[config.mk]
export PLATFORM = sky130hd
export DESIGN_NAME = masked_share_bundler
export DESIGN_NICKNAME = d
export VERILOG_FILES = /design/src/rtl/masked_share_bundler.sv
export SDC_FILE = /design/constraint.sdc
export NUM_CORES = 1
export LEC_CHECK = 0
export BUFFER_PORTS_ARGS = -buffer_cell sky130_fd_sc_hd__buf_2
export CAP_MARGIN = 40
export CORE_MARGIN = 4
export CORE_UTILIZATION = 49
export DETAILED_ROUTE_END_ITERATION = 7
export GPL_TIMING_DRIVEN = 0
export PLACE_DENSITY_LB_ADDON = 0.08
export SETUP_SLACK_MARGIN = 0.02
export SYNTH_ARGS = -nofsm -noshare
export SYNTH_HDL_FRONTEND = slang
export SYNTH_SLANG_ARGS = --single-unit
[constraint.sdc]
create_clock -name clk_i -period 3.8 [get_ports clk_i]
set_input_delay 0.76 -clock clk_i [delete_from_list [all_inputs] [get_ports clk_i]]
set_output_delay 0.76 -clock clk_i [all_outputs]
set_load 0.03 [all_outputs]
[src/rtl/masked_share_bundler.sv]
// masked_share_bundler: pairs share-major masked data with fresh randomness and emits registered bit-major bundles
module masked_share_bundler #(
  parameter int WIDTH      = 8,
  parameter int SHARES     = 2,
  parameter int RAND_W     = 28,
  parameter int RAND_DEPTH = 2,
  parameter int CNT_W      = 8
) (
  input  logic                      clk_i,
  input  logic                      rst_i,
  input  logic                      flush_i,
  input  logic [SHARES*WIDTH-1:0]   in_shares_i,
  input  logic                      in_valid_i,
  output logic                      in_ready_o,
  input  logic [RAND_W-1:0]         prd_i,
  input  logic                      prd_valid_i,
  output logic                      prd_ready_o,
  output logic [WIDTH*SHARES-1:0]   out_bundle_o,
  output logic [RAND_W-1:0]         out_prd_o,
  output logic                      out_valid_o,
  input  logic                      out_ready_i,
  output logic [CNT_W-1:0]          beat_cnt_o,
  output logic [CNT_W-1:0]          stall_cnt_o
);
  localparam int DW = SHARES * WIDTH;
  localparam int AW = $clog2(RAND_DEPTH);
  logic [DW-1:0]     dbuf [2];
  logic [1:0]        dcnt, dcnt_nx;
  logic [RAND_W-1:0] rbuf [RAND_DEPTH];
  logic [AW-1:0]     rd_ptr, wr_ptr;
  logic [AW:0]       rcnt, rcnt_nx;
  logic              push_d, push_r, fire;
  logic [DW-1:0]     regroup;
  assign push_d  = in_valid_i && in_ready_o && !flush_i;
  assign push_r  = prd_valid_i && prd_ready_o && !flush_i;
  assign fire    = dcnt != 2'd0 && rcnt != '0 && (!out_valid_o || out_ready_i) && !flush_i;
  assign dcnt_nx = flush_i ? 2'd0 : dcnt + 2'(push_d) - 2'(fire);
  assign rcnt_nx = flush_i ? '0 : rcnt + (AW+1)'(push_r) - (AW+1)'(fire);
  // Pure wiring from the oldest entry: shares are only moved, never combined.
  for (genvar b = 0; b < WIDTH; b++) begin : g_bit
    for (genvar s = 0; s < SHARES; s++) begin : g_share
      assign regroup[b*SHARES+s] = dbuf[0][s*WIDTH+b];
    end
  end
  always_ff @(posedge clk_i) begin
    if (rst_i) begin
      dcnt         <= '0;
      rcnt         <= '0;
      rd_ptr       <= '0;
      wr_ptr       <= '0;
      in_ready_o   <= 1'b0;
      prd_ready_o  <= 1'b0;
      out_valid_o  <= 1'b0;
      out_bundle_o <= '0;
      out_prd_o    <= '0;
      beat_cnt_o   <= '0;
      stall_cnt_o  <= '0;
    end else begin
      dcnt        <= dcnt_nx;
      rcnt        <= rcnt_nx;
      in_ready_o  <= dcnt_nx != 2'd2;
      prd_ready_o <= rcnt_nx != (AW+1)'(RAND_DEPTH);
      if (out_valid_o && out_ready_i) beat_cnt_o <= beat_cnt_o + CNT_W'(1);
      if (dcnt != 2'd0 && rcnt == '0 && !(&stall_cnt_o)) stall_cnt_o <= stall_cnt_o + CNT_W'(1);
      if (flush_i) begin
        out_valid_o <= 1'b0;
        rd_ptr      <= '0;
        wr_ptr      <= '0;
      end else begin
        if (fire) dbuf[0] <= dbuf[1];
        // A push lands behind the surviving entry; it overrides the shift when the buffer drains to empty.
        if (push_d) dbuf[dcnt[0] & !fire] <= in_shares_i;
        if (push_r) begin
          rbuf[wr_ptr] <= prd_i;
          wr_ptr       <= wr_ptr + AW'(1);
        end
        if (fire) begin
          rd_ptr       <= rd_ptr + AW'(1);
          out_bundle_o <= regroup;
          out_prd_o    <= rbuf[rd_ptr];
          out_valid_o  <= 1'b1;
        end else if (out_ready_i) out_valid_o <= 1'b0;
      end
    end
  end
endmodule

Word-level counts from Yosys, hierarchy flattened
Memories as Yosys holds them, arrays and structs flattened. A register that Yosys moved wholly into a read port is not among the register bits.
Cells that the tools add are included.

word-level totals
  bits in registers = 25
  RAM bits = 88
  input port bits = 50
  output and inout port bits = 63
  word-level logic and storage cells = 61
  memories kept = 2

memory list
  memory  words  width  rd ports  clocked after Yosys merged registers in  wr ports  line  text
  rbuf    2      28     1         1                                        1         29    logic [RAND_W-1:0] rbuf [RAND_DEPTH];
  dbuf    2      16     2         1                                        2         27    logic [DW-1:0] dbuf [2];

cells by class
  add/sub/neg operators = 8
  equality and inequality tests = 2
  muxes and demuxes = 16
  bitwise operators = 2
  reductions and logical operators = 22

operators by type and width
  operator             count
  $add 8x1->8 const B  2
  $mux 1               14
  $logic_and 1x1->1    10
  $reduce_and 8->1     1
  $reduce_bool 2->1    3
  $add 2x1->2          2
  $logic_not 1->1      4
  $mux 2               2
  $ne 2x2->1 const B   2
  $sub 2x1->2          2
  $add 1x1->1 const B  2
  $logic_not 2->1      1
  $reduce_and 2->1     1
  $reduce_or 2->1      1
  $and 1x1->1          1
  $logic_or 1x1->1     1
  $not 1->1            1

Logic depth before layout (Yosys ltp)
  depth in word-level cells = 8
  depth in mapped cells = 13
  depth with buffers taken out = 10

Worst setup path after synthesis
OpenSTA, ideal clock, no wires.

  path kind = in2reg
  from = input port flush_i
  to = memory rbuf[0][0] (enable)
  setup time = 0.448 ns
  data arrival time = 3.142 ns
  data required time = 3.352 ns
  setup slack = 0.210 ns
  stages on the path = 3
  buffers on the path = 1
  cells stage by stage = or2_2 > clkbuf_1 > nor3_1

between the ends
  longest elaborated chain between the ends = 6

ends and longest elaborated chain
  item                              line  text
  start: declaration                11    input logic flush_i,
  $logic_not 1->1                   35    assign push_r = prd_valid_i && prd_ready_o && !flush_i;
  $logic_and 1x1->1                 35
  $mux 1                            73    if (push_r) begin
  $mux 1 (*)                        65    if (flush_i) begin
  $mux 1 (*)                        46    if (rst_i) begin
  $mux 1 (implied by the code) (*)  74    rbuf[wr_ptr] <= prd_i;
  end: declaration                  29

Mark *: on every way between the ends. The rest lies on a longest branch, timed or not.

Worst setup path in the final report
  from = input port flush_i
  to = register in_ready_o

between the ends
  elaborated cells on any way between the ends = 7
  those cells by class = 2 x add/sub; 1 x eq/ne; 1 x mux; 3 x reduce/logical

RTL lines
  item                    line  text
  $logic_not 1->1         36    assign fire = dcnt != 2'd0 && rcnt != '0 && (!out_valid_o || out_ready_i) && !flush_i;
  $logic_and 1x1->1       36
  via fire                32    logic push_d, push_r, fire;
  $sub 2x1->2             37    assign dcnt_nx = flush_i ? 2'd0 : dcnt + 2'(push_d) - 2'(fire);
  $mux 2                  37
  $ne 2x2->1              61    in_ready_o <= dcnt_nx != 2'd2;
  end signal: assignment  51    in_ready_o <= 1'b0;
  end signal: assignment  61
  end: declaration        14    output logic in_ready_o,

The timed path passes the listed nets, and every way through them passes these cells.
A chain may end at the register's enable or synchronous reset.

==> out/metrics.csv <==
stage,metric,value,unit
power,total_power,3.458,mW
routing,firstDrtPassIters,4,
synthesis,async_flop_share,0,%
synthesis,synth_area_leader_cell,edfxtp_1,
power,leakage,2.708,nW
setup_path,crit_fanout,11,
placement,numPlacedInstances,696,
synthesis,syn_inst,435,
synthesis,synth-main-ff-cell,edfxtp_1,
min_path,hold_path_class,reg -> reg,
routing,drtIter0Drc,215,
sta,hold_viol,0,
routing,vias,3691,
sta,fmax,364.1,MHz
cts,post-cts-setup-buffer-count,0,
setup_path,r2r_start,dcnt[0],
floorplanning,coreArea,11560,um^2
sta,slew_viol_final,0,
sta,tightest_slew,0.8280,ns
final_layout,layout_common_cells,"buf_2 (115), edfxtp_1 (88), dfxtp_1 (69)",
sta,whs,0.4498,ns
synthesis,post-synth-top-area-fraction,45.20,%
placement,hpwlAfterDp,7876,um
routing,wl_per_cell,15.35,um
final_layout,syn2layout_area_growth,23.20,%
setup_path,endpoint,in_ready_o,
final_layout,utilization,62.29,%
sta,fin_tns_setup,0,ns
cts,cts_sinks,157,
sta,setup_viol,0,
final_layout,final_nets,628,
placement,portBuffers,112,
sta,rsz0062_at_grt,no,
synthesis,yosys-top-cells-area,"edfxtp_1 (45%), dfxtp_1 (24%), mux2i_1 (5.0%)",
routing,ant_nets,0,
synthesis,synth-seq-area-share,68.82,%
cts,post_cts_resized,0,
synthesis,synthesis.nets,491,
synthesis,synth_edf_count,88,
global_routing,grt_overflow,0,
outcome,status,finished clean,
final_layout,final_layout_size_suffix_gt1_share,32.14,%
placement,post-place-ws,0.6272,ns
synthesis,yosysWarnings,0,
setup_path,worst_r2r_endpoint,in_ready_o,
power,power_density,480.1,nW/um^2
setup_path,rr_worst_depth,13,
cts,worst_skew_pair.late_latency,0.41,ns
setup_path,end_kind,flop,
final_layout,antenna_cells,0,
placement,place_congestion,0.7552,
cts,cts_hold_buf,0,
sta,fin_crit_sh,72.28,%
setup_path,cp.required,4.08,ns
cts,cts_tree,yes,
setup_path,start_kind,primary input,
sta,finalClockSkew,0.006591,ns
global_routing,grt_pass1_vias,3625,
cts,cts-root-buf,clkbuf_16,
routing,drt-total-wl,11180,um
floorplanning,rows,39,
cts,htree_levels,4,
sta,slew_headroom,44.50,%
synthesis,synth_seq_cells,157,
setup_path,reg2reg_slack,1.10,ns
floorplanning,die_x,117.2,um
sta,layout_min_cycle_time,2.747,ns
setup_path,setup.worst_path.class,in -> reg,
flow_run,cap_violations,0,
synthesis,avgSynthCellArea,13.44,um^2
setup_path,cp.arrival,3.03,ns
cts,cts_buffer_depth,2,
global_routing,track_usage,17.28,%
placement,post_dp_cell_area,6653,um^2
synthesis,synth_cell_type_count,39,
floorplanning,start_util,50.56,%
min_path,worstHoldStart,out_bundle_o[8],
routing,drt-vias-per-instance,5.070,
final_layout,final_cell_count_no_fill,728,
cts,cts_buffers,17,
routing,drc,0,
synthesis,syn-cell-area,5847,um^2
floorplanning,ios,113,
setup_path,worstSetupStartpoint,flush_i,
cts,clk_pin_slew,0.06,ns
floorplanning,die-area,13740,um^2
sta,setup_ws,1.053,ns
global_routing,grt_pass1_wl,17860,um
global_routing,grt_max_degree,17,
power,ir_drop,0.3388,mV
final_layout,layout_commonest_cell,buf_2,
floorplanning,die_h,117.2,um
global_routing,antenna_found_initial,1,
final_layout,final_cell_area,7203,um^2
worst min-delay path by stage:
stage	slack (ns)	depth (start not counted)	to
after floorplan	0.47	2	out_bundle_o[0]
after global placement	0.44	2	out_bundle_o[6]
after detailed placement	0.44	2	out_bundle_o[8]
after CTS	0.45	2	out_bundle_o[8]
after global routing	0.47	2	out_bundle_o[8]
final	0.45	2	out_bundle_o[8]
layout make-up:
| type | instances | area (um^2) |
|---|---|---|
| fillers | 939 | 4362 |
| flip-flops and latches | 157 | 4024 |
| multi-input cells | 248 | 1665 |
| repair buffers | 118 | 613.1 |
| clock buffers | 25 | 485.5 |
| well taps | 143 | 178.9 |
| plain buffers | 23 | 143.9 |
| clock inverters | 7 | 65.06 |
| inverters | 7 | 27.53 |
power by group:
part           switching (mW)  leakage (nW)  internal, mW  total [mW]
registers             0.00460          1.35          1.80        1.81
logic                  0.0525          1.09        0.0345      0.0870
clock network           0.614         0.269         0.948        1.56
total                   0.671          2.71          2.79        3.46
registers in the layout, indices dropped and copies added, names as in the netlist:
register      flops
rbuf             56
dbuf             32
out_prd_o        28
out_bundle_o     16
beat_cnt_o        8
stall_cnt_o       8
dcnt              2
rcnt              2
in_ready_o        1
out_valid_o       1
prd_ready_o       1
rd_ptr            1
wr_ptr            1
kinds of logic (layout without fill, tap and decap cells):
logic type               after synthesis  after routing  synth area share, %
buffers and inverters                 30            180                2.931
AO/OA/AOI/OAI                         59             59                7.404
XOR/XNOR                              13             13                1.947
adder cells (fa/ha/maj)                6              6                1.284
AND/OR/NAND/NOR                      124            124                9.373
multiplexers                          46             46                8.239
flip-flops                           157            157                68.82
cell usage after synthesis, drive strengths merged (6+ instances only):
master and count:
edfxtp 88, dfxtp 69, nor2 51, nand2 38, mux2i 29, a211oi 28
a21oi 21, mux2 17, buf 12, clkbuf 11, nor3 10, xor2 8
ha 6, inv 6
metal layers:
metal	vias up	share of wire (%)	track usage, %
met3	21	6.1	5.553
met1	1731	45	21.69
met5	-	0.11	0
li1	1850	-	-
met4	2	1.8	7.110
met2	87	47	27.71
critical path: stages:
cell	delay [ns]
buf_2	0.15
or4_1	0.52
buf_4	0.20
clkinv_2	0.08
buf_8	0.14
buf_4	0.22
ha_1	0.26
inv_1	0.06
ha_1	0.14
xor2_1	0.17
xnor2_1	0.10
nor3_1	0.15
nor2_1	0.07
(Power assumes the default switching activity.)
